<file path="config.mk">
export PLATFORM = sky130hd
export DESIGN_NAME = exstage
export DESIGN_NICKNAME = d
export VERILOG_FILES = /design/src/rtl/exstage.sv
export SDC_FILE = /design/constraint.sdc
export NUM_CORES = 2
export LEC_CHECK = 0
export BUFFER_PORTS_ARGS = -buffer_cell sky130_fd_sc_hd__buf_4
export CAP_MARGIN = 25
export CORE_UTILIZATION = 65
export CTS_CLUSTER_DIAMETER = 30
export DETAILED_ROUTE_END_ITERATION = 10
export MAX_ROUTING_LAYER = met4
export PLACE_DENSITY = 0.85
export SYNTH_ARGS = -nofsm -noshare
export SYNTH_HDL_FRONTEND = slang
export SYNTH_SLANG_ARGS = --single-unit
</file>
<file path="constraint.sdc">
create_clock -name clk -period 15 [get_ports clk]
set_input_delay 0.75 -clock clk [delete_from_list [all_inputs] [get_ports clk]]
set_output_delay 0.75 -clock clk [all_outputs]
set_load 0.005 [all_outputs]
</file>
<file path="src/rtl/exstage.sv">
// Execute stage: operand select, ALU, NZCV flags, branch resolution,
// stalling multi-cycle multiply, and the E/M pipeline register.
//
// state | meaning
// ------+-------------------------------------------------------------
// IDLE  | no multiply in flight; a MUL request stalls and starts BUSY
// BUSY  | multiply counting down; product handed to E/M when cnt == 0
module exstage #(
  parameter int MUL_CYCLES = 4,
  parameter int W          = 32
) (
  input  logic         clk,
  input  logic         rst,
  input  logic         flush_M,
  input  logic         regw_E,
  input  logic         memw_E,
  input  logic         regmem_E,
  input  logic         branch_E,
  input  logic         ALUope_E,
  input  logic         flag_E,
  input  logic [3:0]   ALUctrl_E,
  input  logic [3:0]   regScr_E,
  input  logic [W-1:0] regA_E,
  input  logic [W-1:0] regB_E,
  input  logic [W-1:0] inm_E,
  output logic         stall_E,
  output logic         branch_taken_E,
  output logic [W-1:0] pc_target_E,
  output logic [3:0]   flags_o,
  output logic         regw_M,
  output logic         memw_M,
  output logic         regmem_M,
  output logic [3:0]   regScr_M,
  output logic [W-1:0] alu_M,
  output logic [W-1:0] wdata_M
);

  localparam int CW = (MUL_CYCLES > 1) ? $clog2(MUL_CYCLES) : 1;
  localparam int SW = $clog2(W);
  localparam logic [CW-1:0] CNT_LOAD = CW'(MUL_CYCLES - 1);
  localparam logic [3:0] OP_MUL = 4'b1010;

  typedef enum logic {S_IDLE, S_BUSY} state_t;

  state_t        state_q;
  logic [CW-1:0] cnt_q;
  logic [W-1:0]  mul_a_q, mul_b_q;
  logic [3:0]    flags_q;
  logic          regw_q, memw_q, regmem_q;
  logic [3:0]    regScr_q;
  logic [W-1:0]  alu_q, wdata_q;

  logic [W-1:0]  src_a, src_b, prod, sub_res, result_d;
  logic [W:0]    add_full;
  logic [SW-1:0] shamt;
  logic          c_d, v_d, mul_req, capture;
  logic [3:0]    flags_d;

  assign src_a    = regA_E;
  assign src_b    = ALUope_E ? inm_E : regB_E;
  assign shamt    = src_b[SW-1:0];
  assign add_full = {1'b0, src_a} + {1'b0, src_b};
  assign sub_res  = src_a - src_b;
  assign prod     = mul_a_q * mul_b_q;

  assign mul_req  = (ALUctrl_E == OP_MUL) && !branch_E;
  assign stall_E  = ((state_q == S_IDLE) && mul_req) ||
                    ((state_q == S_BUSY) && (cnt_q != '0));
  assign capture  = !flush_M && !stall_E;

  always_comb begin
    result_d = '0;
    c_d      = 1'b0;
    v_d      = 1'b0;
    if (branch_E) begin
      result_d = add_full[W-1:0];
    end else begin
      case (ALUctrl_E)
        4'b0000: begin
          result_d = add_full[W-1:0];
          c_d      = add_full[W];
          v_d      = (src_a[W-1] == src_b[W-1]) && (add_full[W-1] != src_a[W-1]);
        end
        4'b0001: begin
          result_d = sub_res;
          c_d      = (src_a >= src_b);
          v_d      = (src_a[W-1] != src_b[W-1]) && (sub_res[W-1] != src_a[W-1]);
        end
        4'b0010: result_d = src_a & src_b;
        4'b0011: result_d = src_a | src_b;
        4'b0100: result_d = src_a ^ src_b;
        4'b0101: result_d = src_a << shamt;
        4'b0110: result_d = src_a >> shamt;
        4'b0111: result_d = W'($signed(src_a) >>> shamt);
        4'b1000: result_d = src_b;
        OP_MUL:  result_d = prod;
        default: result_d = '0;
      endcase
    end
    flags_d = {result_d[W-1], (result_d == '0), c_d, v_d};
  end

  // Branches resolve against the flags already committed, never this op's.
  always_comb begin
    branch_taken_E = 1'b0;
    if (branch_E) begin
      case (ALUctrl_E)
        4'b0000: branch_taken_E = 1'b1;
        4'b0001: branch_taken_E = flags_q[2];
        4'b0010: branch_taken_E = !flags_q[2];
        4'b0011: branch_taken_E = flags_q[3] ^ flags_q[0];
        4'b0100: branch_taken_E = !(flags_q[3] ^ flags_q[0]);
        default: branch_taken_E = 1'b0;
      endcase
    end
  end

  assign pc_target_E = regA_E + inm_E;

  always_ff @(posedge clk) begin
    if (rst) begin
      state_q  <= S_IDLE;
      cnt_q    <= '0;
      mul_a_q  <= '0;
      mul_b_q  <= '0;
      flags_q  <= 4'b0000;
      regw_q   <= 1'b0;
      memw_q   <= 1'b0;
      regmem_q <= 1'b0;
      regScr_q <= '0;
      alu_q    <= '0;
      wdata_q  <= '0;
    end else if (flush_M) begin
      state_q  <= S_IDLE;
      cnt_q    <= '0;
      regw_q   <= 1'b0;
      memw_q   <= 1'b0;
      regmem_q <= 1'b0;
      regScr_q <= '0;
      alu_q    <= '0;
      wdata_q  <= '0;
    end else begin
      case (state_q)
        S_IDLE: if (mul_req) begin
          state_q <= S_BUSY;
          cnt_q   <= CNT_LOAD;
          mul_a_q <= src_a;
          mul_b_q <= src_b;
        end
        S_BUSY: if (cnt_q != '0) cnt_q <= cnt_q - 1'b1;
                else             state_q <= S_IDLE;
        default: state_q <= S_IDLE;
      endcase
      if (capture) begin
        regw_q   <= regw_E;
        memw_q   <= memw_E;
        regmem_q <= regmem_E;
        regScr_q <= regScr_E;
        alu_q    <= result_d;
        wdata_q  <= regB_E;
        if (flag_E && !branch_E) flags_q <= flags_d;
      end else begin
        regw_q   <= 1'b0;
        memw_q   <= 1'b0;
        regmem_q <= 1'b0;
        regScr_q <= '0;
        alu_q    <= '0;
        wdata_q  <= '0;
      end
    end
  end

  assign flags_o  = flags_q;
  assign regw_M   = regw_q;
  assign memw_M   = memw_q;
  assign regmem_M = regmem_q;
  assign regScr_M = regScr_q;
  assign alu_M    = alu_q;
  assign wdata_M  = wdata_q;

endmodule

</file>
==> summary.txt <==
Yosys reg bits - 142
RSZ-0062 raised after global routing - false
post-placement cell area - 33890 sq um
crit path kind - flop to flop
largest net degree at the start of global routing - 85
crit path max fanout - 29
hpwl dp - 94.94 mm
Routed WL per cell - 26.36 microns
commonest non-fill, non-tap cell in the layout - inv_1
total negative slack - 0 ns
FF-to-FF End - flags_o[2]$_SDFFE_PP0P_
mean post-synth cell area - 8.234 sq um
final setup fails - 0
clk_lat worst skew - 0.48 ns
vias - 30860
register area share after synthesis - 8.903%
Distinct cells, synth - 87
crit end category - flop
nets@finish - 4696
most frequent cells in the layout - inv_1, nand2_1, fa_1
Post-synth EDFFs - 0
GRT overflow - 0
max_cap viols - 0
Syn Inst Count - 3878
CTS Buf Count - 17
Core Box Area - 48150 sq um
port buffer count - 221
DIE AREA - 50010 sq um
vias in the first global route - 31160
Site Rows - 80
WL final - 121.0 mm
Hold Path Class - input port to flop
Synthesis Warnings - 0
Clock Skews - 0.01434 ns
final RePlAce weighted congestion - 1.133
Die H - 223.6 microns
hold buffer count at cts - 0
area grow syn2layout - 8.131%
Slew Viols, Final - 0
first-pass GRT wire length - 184.8 mm
H-tree depth - 4
Pleak - 15.95 nW
CP Launch Type - flop
DRC - 0
Hold Vio Cnt, Final - 0
status - complete, no violations
prevailing post-synth register cell - dfxtp_1
fraction of layout cells with a size suffix above 1 - 10.20%
fraction of registers with async set/reset - 0%
Routed Antenna Nets - 0
CTS sink count - 142
Critical Path End - flags_o[2]$_SDFFE_PP0P_
CP Launch Point - mul_b_q[4]$_SDFFE_PP0P_
DIE WIDTH - 223.6 microns
fin crit period - 9.018 ns
Pre-antenna DRT Iters - 8
crit path DAT - 9.44 ns
worst r2r src - mul_b_q[4]$_SDFFE_PP0P_
Syn Std Cell Area - 31930 sq um
fin crit share - 60.12%
PwrDens - 45.58 nW/um^2
clock buffer depth - 2
Data required, critical path - 15.42 ns
io pins - 222
Worst-path clk slew - 0.08 ns
FF-to-FF setup slack - 5.98 ns
Max VDD drop - 0.06867 mV
antenna violations before repair - 4
First DRT Iteration DRCs - 3945
Resized cells post-CTS - 0
Fmax - 0.1109 GHz
R2R depth - 24
Slew Limit Headroom - 7.498%
global-route usage over all layers - 50.47%
Worst-Margin Slew - 1.388 ns
Vias/cell - 6.723
CTS tree - yes
Net Count, Synth - 4656
clock tree root buffer cell - clkbuf_16
starting density of the core - 66.32%
post-layout instance area - 34530 sq um
post-CTS setup buffer count - 0
## layout make-up
cell class	instances	area, sq um
tap	656	820.8
inverter	495	1861
timing repair buffer	274	2117
sequential	142	2843
clock inverter	15	126.4
fill	3655	13620
clock buffer	17	425.4
multi-input combinational	2988	26320
antenna	4	10.01
## layer usage
metal / vias up / wire length [microns] / global-route usage, % / part of all wire (%)
met1: 14840 / 43300 / 60.60 / 36
met5: - / 0 / - / 0
met2: 2301 / 53990 / 76.90 / 45
li1: 13080 / - / - / -
met3: 640 / 14390 / 11.00 / 12
met4: 0 / 9347 / 32.79 / 7.7
## worst min-delay path by stage
stage | to | slack [ns] | startpoint | cells after the start
after CTS | memw_M$_SDFF_PP0_ | 0.46 | memw_E | 2
after global routing | regw_M$_SDFF_PP0_ | 0.47 | regw_E | 2
after floorplan | mul_a_q[31]$_SDFFE_PP0P_ | 0.44 | mul_a_q[31]$_SDFFE_PP0P_ | 2
after global placement | mul_a_q[4]$_SDFFE_PP0P_ | 0.44 | mul_a_q[4]$_SDFFE_PP0P_ | 2
after detailed placement | mul_a_q[4]$_SDFFE_PP0P_ | 0.46 | mul_a_q[4]$_SDFFE_PP0P_ | 2
final | regw_M$_SDFF_PP0_ | 0.47 | regw_E | 2
## power breakdown
part           leakage [nW]  internal, mW  switching (mW)
Combinational          14.5         0.273           0.475
Clock                 0.269         0.216           0.208
Sequential             1.15         0.389          0.0121
Total                  16.0         0.878           0.696
## critical path: stages, from the launching register on
cell	delay (ns)
dfxtp_1	1.03
and2_1	0.25
fa_1	0.43
inv_1	0.10
fa_1	0.43
fa_1	0.50
fa_1	0.55
inv_1	0.05
ha_1	0.26
ha_1	0.29
fa_1	0.51
fa_1	0.44
ha_1	0.36
a21oi_1	0.38
mux2i_1	0.25
a221oi_1	0.45
o221ai_1	0.20
a2111oi_0	0.58
o21ai_1	0.15
o2bb2ai_1	0.18
nor3b_1	0.23
nand4_1	0.14
nor4_1	0.69
and4b_1	0.32
a41o_1	0.17
## synthesized netlist by cell type (48+ instances only)
master,count,area share (%)
clkbuf_1,211,2.5
a21oi_1,194,3.0
nor3_1,48,0.75
mux2i_1,101,3.2
a211oi_1,64,1.5
dfxtp_1,142,8.9
o21ai_0,90,1.4
nand2_1,442,5.2
and2_1,373,7.3
ha_1,254,10
inv_1,492,5.8
xnor2_1,109,3.0
fa_1,411,26
nor2_1,226,2.7
## sequential cells by signal, indices dropped and copies added, names as in the netlist, 2 cells and up
| register | flops |
|---|---|
| mul_a_q | 32 |
| mul_b_q | 32 |
| wdata_M | 32 |
| cnt_q | 2 |
| alu_M | 32 |
| regScr_M | 4 |
| flags_o | 4 |
## logic make-up (layout without fill, tap and decap cells)
group | count (synthesis) | in the layout | synth area share [%]
simple gates | 1275 | 1275 | 19.75
compound gates | 750 | 750 | 16.04
buf+inv | 748 | 801 | 8.977
fa+ha+maj | 665 | 665 | 35.72
mux | 154 | 154 | 6.658
xor+xnor | 144 | 144 | 3.950
flops | 142 | 142 | 8.903
other cells | 0 | 4 | 0
## per-stage QoR
stage | power, mW | hold WS (ns) | worst slack (ns) | utilization, % | instances
CTS | 1.529 | 0.4648 | 6.172 | 71.53 | 4582
global route | 1.615 | 0.4737 | 5.802 | 71.71 | 4590
floorplan | 0.8385 | 0.4366 | 7.363 | - | 3878
detailed placement | 1.111 | 0.4556 | 6.218 | 70.38 | 4550
finish | 1.574 | 0.4672 | 5.982 | 71.71 | 4591
global placement | 1.108 | 0.4433 | 6.538 | 70.33 | 4549
(Power assumes the default switching activity.)
